<file path="config.mk">
export PLATFORM = sky130hd
export DESIGN_NAME = alu
export DESIGN_NICKNAME = d
export VERILOG_FILES = /design/src/rtl/alu.sv
export SDC_FILE = /design/constraint.sdc
export NUM_CORES = 1
export LEC_CHECK = 0
export BUFFER_PORTS_ARGS = -buffer_cell sky130_fd_sc_hd__buf_2
export CAP_MARGIN = 15
export CORE_ASPECT_RATIO = 0.75
export CORE_MARGIN = 2
export CORE_UTILIZATION = 52
export CTS_CLUSTER_SIZE = 28
export DETAILED_ROUTE_END_ITERATION = 12
export GPL_TIMING_DRIVEN = 0
export PLACE_DENSITY = 0.69
export SLEW_MARGIN = 10
export SYNTH_ARGS = -nofsm -noshare
export SYNTH_HDL_FRONTEND = slang
export SYNTH_SLANG_ARGS = --single-unit
</file>
<file path="constraint.sdc">
create_clock -name clk -period 5.8 [get_ports clk]
set_input_delay 0.87 -clock clk [delete_from_list [all_inputs] [get_ports clk]]
set_output_delay 0.87 -clock clk [all_outputs]
set_load 0.01 [all_outputs]
</file>
<file path="src/rtl/alu.sv">
// alu: single-cycle registered 8-bit arithmetic/logic unit.
// Two unsigned 8-bit operands and a 3-bit operation select are sampled on
// every rising clock edge; the 16-bit result is held in an output register.
// The result width holds a full 8x8 product and sign-extended differences.
module alu (
  input  logic        clk,
  input  logic        rst,
  input  logic [7:0]  Ain,
  input  logic [7:0]  Bin,
  input  logic [2:0]  mode,
  output logic [15:0] result
);

  // Operation encoding; all eight values are defined operations.
  typedef enum logic [2:0] {
    MODE_ADD = 3'd0,
    MODE_SUB = 3'd1,
    MODE_MUL = 3'd2,
    MODE_AND = 3'd3,
    MODE_OR  = 3'd4,
    MODE_XOR = 3'd5,
    MODE_SHL = 3'd6,
    MODE_CAT = 3'd7
  } alu_mode_e;

  alu_mode_e   w_mode;
  logic [15:0] w_a_ext;
  logic [15:0] w_b_ext;
  logic [2:0]  w_shamt;
  logic [15:0] w_next_result;
  logic [15:0] r_result;

  // Operands are zero-extended so every arithmetic op is done at 16 bits:
  // ADD carries into bit 8, SUB wraps to a sign-extended two's complement
  // value, and MUL keeps the full product.
  assign w_mode  = alu_mode_e'(mode);
  assign w_a_ext = {8'h00, Ain};
  assign w_b_ext = {8'h00, Bin};
  // Only the low three bits of Bin select the shift distance (0-7).
  assign w_shamt = Bin[2:0];

  // Next-result selection: a pure function of the current inputs.
  always_comb begin
    // NOTE: assigning a default before the case keeps this block free of
    // inferred latches even if a branch is later edited to skip the output.
    w_next_result = 16'h0000;
    case (w_mode)
      MODE_ADD: w_next_result = w_a_ext + w_b_ext;
      MODE_SUB: w_next_result = w_a_ext - w_b_ext;
      MODE_MUL: w_next_result = w_a_ext * w_b_ext;
      MODE_AND: w_next_result = w_a_ext & w_b_ext;
      MODE_OR:  w_next_result = w_a_ext | w_b_ext;
      MODE_XOR: w_next_result = w_a_ext ^ w_b_ext;
      MODE_SHL: w_next_result = w_a_ext << w_shamt;
      MODE_CAT: w_next_result = {Ain, Bin};
      default:  w_next_result = 16'h0000;
    endcase
  end

  // Result register: synchronous reset wins over the in-flight operation.
  always_ff @(posedge clk) begin
    // NOTE: non-blocking assignment so every register samples pre-edge values
    // regardless of the order in which always blocks are evaluated.
    if (rst) begin
      r_result <= 16'h0000;
    end else begin
      r_result <= w_next_result;
    end
  end

  assign result = r_result;

endmodule

</file>
# --- Word-level counts from Yosys, hierarchy flattened ---
# Cells that the tools add are included.
op_classes:
  shift: 1
  mux: 1
  n_mul: 1
  add_sub_neg: 2
  n_reduce_logical: 1
  n_bitwise: 3
  eq_ne: 7
ops:
  columns: ["operator", "count"]
  rows:
  - ["$pmux 16 s8", 1]
  - ["$mul 8x8->16", 1]
  - ["$shl 8x3->16", 1]
  - ["$eq 3x3->1 const B", 4]
  - ["$add 8x8->9", 1]
  - ["$sub 8x8->9", 1]
  - ["$and 8x8->8", 1]
  - ["$or 8x8->8", 1]
  - ["$xor 8x8->8", 1]
  - ["$eq 3x2->1 const B", 2]
  - ["$eq 3x1->1 const B", 1]
  - ["$logic_not 3->1", 1]
totals:
  output_inout_bits: 16
  reg_bits: 16

# --- Longest topological paths before layout ---
depth:
  depth_word: 2
  mapped_depth: 17

# --- Worst setup path before layout ---
# Ideal clock, no wire load.
synth_path:
  path_type: "input to register"
  startpoint: "in Bin[3]"
  endpoint: "reg r_result[14] (netlist: result[14])"
  arrival_time_ns: 4.536
  t_required_ns: 5.721
  path_slack_ns: 1.185
  stages: 15
  path_cell_list: "clkinv_1 -> nor2_1 -> fa_1 -> fa_1 -> fa_1 -> inv_1 -> fa_1 -> inv_1 -> ha_1 -> o21a_1 -> nor2_1 -> a21oi_1 -> a31oi_1 -> or4_1 -> o211ai_1"
synth_between:
  elab_chain_cells: 2
synth_lines:
  columns: ["item", "line_no", "text"]
  rows:
  - ["start: declaration", "9", "input logic [7:0] Bin,"]
  - ["$mul 8x8->16 or $sub 8x8->9 (tied branches)", "50, 49", null]
  - ["$pmux 16 s8 *", "47", "case (w_mode)"]
  - ["end signal: assignment", "67", "r_result <= w_next_result;"]
  - ["end: declaration", "31", "logic [15:0] r_result;"]
# Every way passes the cells marked *; elsewhere a longest branch is shown, timed or not.
# A chain may end at the register's enable or synchronous reset.

# --- Worst setup path after layout ---
layout_path:
  startpoint: "in Ain[1]"
  endpoint: "reg r_result[14] (netlist: result[14])"
layout_between:
  elab_chain_cells: 2
layout_lines:
  columns: ["item", "line_no", "text"]
  rows:
  - ["start: declaration", "8", "input logic [7:0] Ain,"]
  - ["$mul 8x8->16 (tied with other cells)", "50", "MODE_MUL: w_next_result = w_a_ext * w_b_ext;"]
  - ["$pmux 16 s8 *", "47", null]
# Marked as above.

==> impl_metrics.csv <==
group,metric,value,unit
outcome,status,"completed",
logic_synthesis,ys_seq_elements,16,
cts,cts_buffers,3,
global_route,grt_max_degree,14,
final_layout,diodes,0,
final_layout,finalNonFillerCells,662,
floorplanning,core,7810,um2
logic_synthesis,ys_async_sr_fraction,0,%
min_path,worstHoldEndpoint,"result[4]",
critical_path,critical_path.max_fanout,9,
drt,route.detailed.wl_per_inst,19.1,um
timing,hold_viol_final,0,
critical_path,worstSetupEndpointType,"register",
cts,tritoncts,"yes",
drt,top_layer,"met4",
power_and_ir_drop,clockPowerShare,11.4,%
logic_synthesis,synth.distinct_cells,67,
power_and_ir_drop,vdd_drop_max,203,uV
drt,drt-initial-drc-count,485,
timing,fin_crit,5.06,ns
critical_path,crit_type,"input port to register",
logic_synthesis,synthFlopType,"dfxtp_1",
min_path,hold_depth,4,
job,maxCapViolations,0,
drt,dr_wl_met2,5.32,mm
placement,gp_congestion,1.01,
final_layout,design_area,4510,um2
logic_synthesis,netlist_area,4160,um2
final_layout,drive_gt1_share,13.6,%
drt,vias,4051,
logic_synthesis,synth_edf_count,0,
floorplanning,die_w,107,um
global_route,grt_pass1_wl,20.0,mm
cts,cts_resized,0,
critical_path,worstSetupStartpointType,"input port",
logic_synthesis,yosysSeqAreaShare,7.71,%
cts,post_cts_buffers,0,
timing,fin_tns_setup,0,ns
floorplanning,start_util,53.2,%
power_and_ir_drop,power.internal,490,uW
final_layout,final_util,57.7,%
drt,final_antenna_net_count,0,
final_layout,multi_input_area,3400,um2
final_layout,layout.nets,678,
placement,io_buffers,33,
power_and_ir_drop,pwr-share-comb,76.2,%
power_and_ir_drop,pwr-share-seq,12.3,%
floorplanning,fp.dieH,81.4,um
cts,clock-sinks,16,
drt,wl_met1,5.86,mm
timing,rsz0062_at_grt,"no",
power_and_ir_drop,switching_share,52.2,%
placement,place_area,4450,um2
logic_synthesis,avgSynthCellArea,7.99,um2
global_route,grt_usage,30.0,%
drt,drc_errors,0,
timing,worst_hold_slack,0.950,ns
timing,setup_violations,0,
power_and_ir_drop,cellLeakagePower,2.24,nW
global_route,grt_overflow,0,
final_layout,areaGrowthSynthToFinish,8.46,%
timing,drv_slew,0,
critical_path,required,5.98,ns
floorplanning,io-pin-count,37,
drt,drt-total-wl,12.7,mm
cts,cts_hold_buffers,0,
min_path,hold_path.class,"input port to register",
timing,tightest_slew,0.742,ns
drt,via_per_inst,6.12,
cts,h-tree-depth,1,
power_and_ir_drop,p_switching,536,uW
final_layout,largest_reg_flops,16,
logic_synthesis,yosysWarnings,0,
critical_path,arrival,5.24,ns
final_layout,seqCellArea,320,um2
drt,dr_wl_met3,1.32,mm
timing,fmax,0.198,GHz
min_path,min-delay-start,"mode[2]",
cts,clk_pin_slew,0.09,ns
drt,dr.pass1.iters,6,
timing,finalCritPeriodShare,87.3,%
placement,hpwl,10.3,mm
global_route,antenna_found_initial,0,
global_route,grt_pass1_vias,3684,
floorplanning,die-area,8730,um2
floorplanning,core.rowCount,28,
final_layout,fill_cells,769,
cts,clockBufferDepth,2,
power_and_ir_drop,p_per_area,228,nW/um2
logic_synthesis,synth.net_count,640,
timing,max_slew_margin,50.2,%
placement,dp.cells,658,
logic_synthesis,synthCells,520,
cts,cts_root_buf,"clkbuf_8",
worst max path at each step:
stage          startpoint         end  slack, ns  depth (start not counted)
4_1_cts            Ain[1]  result[14]       0.77                         16
3_5_place_dp       Ain[1]  result[14]       0.52                         16
5_1_grt            Ain[1]  result[14]       0.43                         16
2_1_floorplan      Bin[3]  result[14]       1.19                         15
6_report           Ain[1]  result[14]       0.74                         16
3_3_place_gp       Bin[3]  result[13]       0.55                         15
critical path, stage by stage:
cell      delay [ns]
buf_2           0.23
inv_1           0.23
nor2_1          0.20
fa_1            0.47
fa_1            0.52
fa_1            0.55
inv_1           0.06
fa_1            0.52
inv_1           0.04
ha_1            0.38
o21a_1          0.15
nor2_1          0.04
a21oi_1         0.29
a31oi_1         0.16
or4_1           0.41
o211ai_1        0.13
power by group through the flow:
| stage | combinational [mW] | clock [mW] | sequential (mW) |
|---|---|---|---|
| 2_1_floorplan | 0.567 | 0 | 0.136 |
| 3_3_place_gp | 0.758 | 0 | 0.128 |
| 3_5_place_dp | 0.768 | 0 | 0.129 |
| 4_1_cts | 0.774 | 0.117 | 0.127 |
| 5_1_grt | 0.882 | 0.124 | 0.128 |
| 6_report | 0.782 | 0.117 | 0.126 |
layer usage:
metal | global-route usage, % | vias up
li1 | - | 1864
met1 | 45.2 | 1961
met2 | 44.9 | 208
met3 | 6.35 | 18
met4 | 4.42 | 0
met5 | 0 | -
synth_stat cells (5+ instances only):
library cell,instances,area share (%)
inv_1,77,7.0
nor2_1,67,6.1
ha_1,61,18
fa_1,38,18
nand2_1,37,3.3
a21oi_1,35,4.2
o21ai_0,18,2.2
dfxtp_1,16,7.7
buf_2,12,1.4
a221oi_1,10,2.1
xnor2_1,9,1.9
mux2i_1,8,1.9
nand3_1,8,0.96
o22ai_1,6,0.90
a211o_1,5,1.1
a31oi_1,5,0.75
nor2b_1,5,0.75
o211ai_1,5,0.90
xor2_1,5,1.1
final cells by class:
class                   count  area share (%)
inverters                  82            6.83
well taps                 105            2.92
clock buffers               4            1.22
plain buffers              21            2.86
flip-flops and latches     16            7.11
repair buffers             33            3.66
multi-input cells         401            75.4
layout by cell type, fill, tap and decap left out, types with 3 or more instances in the layout:
cell type  instances
nand2_1           37
dfxtp_1           16
a221oi_1          10
o21bai_1           3
and3_1             4
and2_1             3
o211ai_1           5
o22ai_1            6
a211oi_1           4
nor2_1            67
buf_4              3
nor2b_1            5
buf_6              3
inv_1             77
xnor2_1            9
o31a_1             4
mux2i_1            8
nor3_2             3
xor2_1             5
a21o_1             3
inv_2              3
nand4_1            4
buf_2             45
a22o_1             4
o21ai_0           18
nor3_1             3
nand3_1            8
a21oi_1           35
a222oi_1           3
clkbuf_8           4
a211o_1            5
a31oi_1            5
fa_1              38
ha_1              61
stage by stage:
step,setup slack (ns),power [mW]
finish,0.739,1.03
floorplan,1.19,0.703
global placement,0.552,0.886
CTS,0.771,1.02
global route,0.430,1.13
detailed placement,0.519,0.897
cell families after synthesis:
| group | count (synthesis) | synth area share (%) |
|---|---|---|
| xor+xnor | 14 | 2.95 |
| buf+inv | 103 | 10.5 |
| fa+ha+maj | 99 | 36.7 |
| flops | 16 | 7.71 |
| compound gates | 128 | 22.8 |
| simple gates | 150 | 16.9 |
| mux | 10 | 2.47 |
Power figures use the tool's default switching activity.
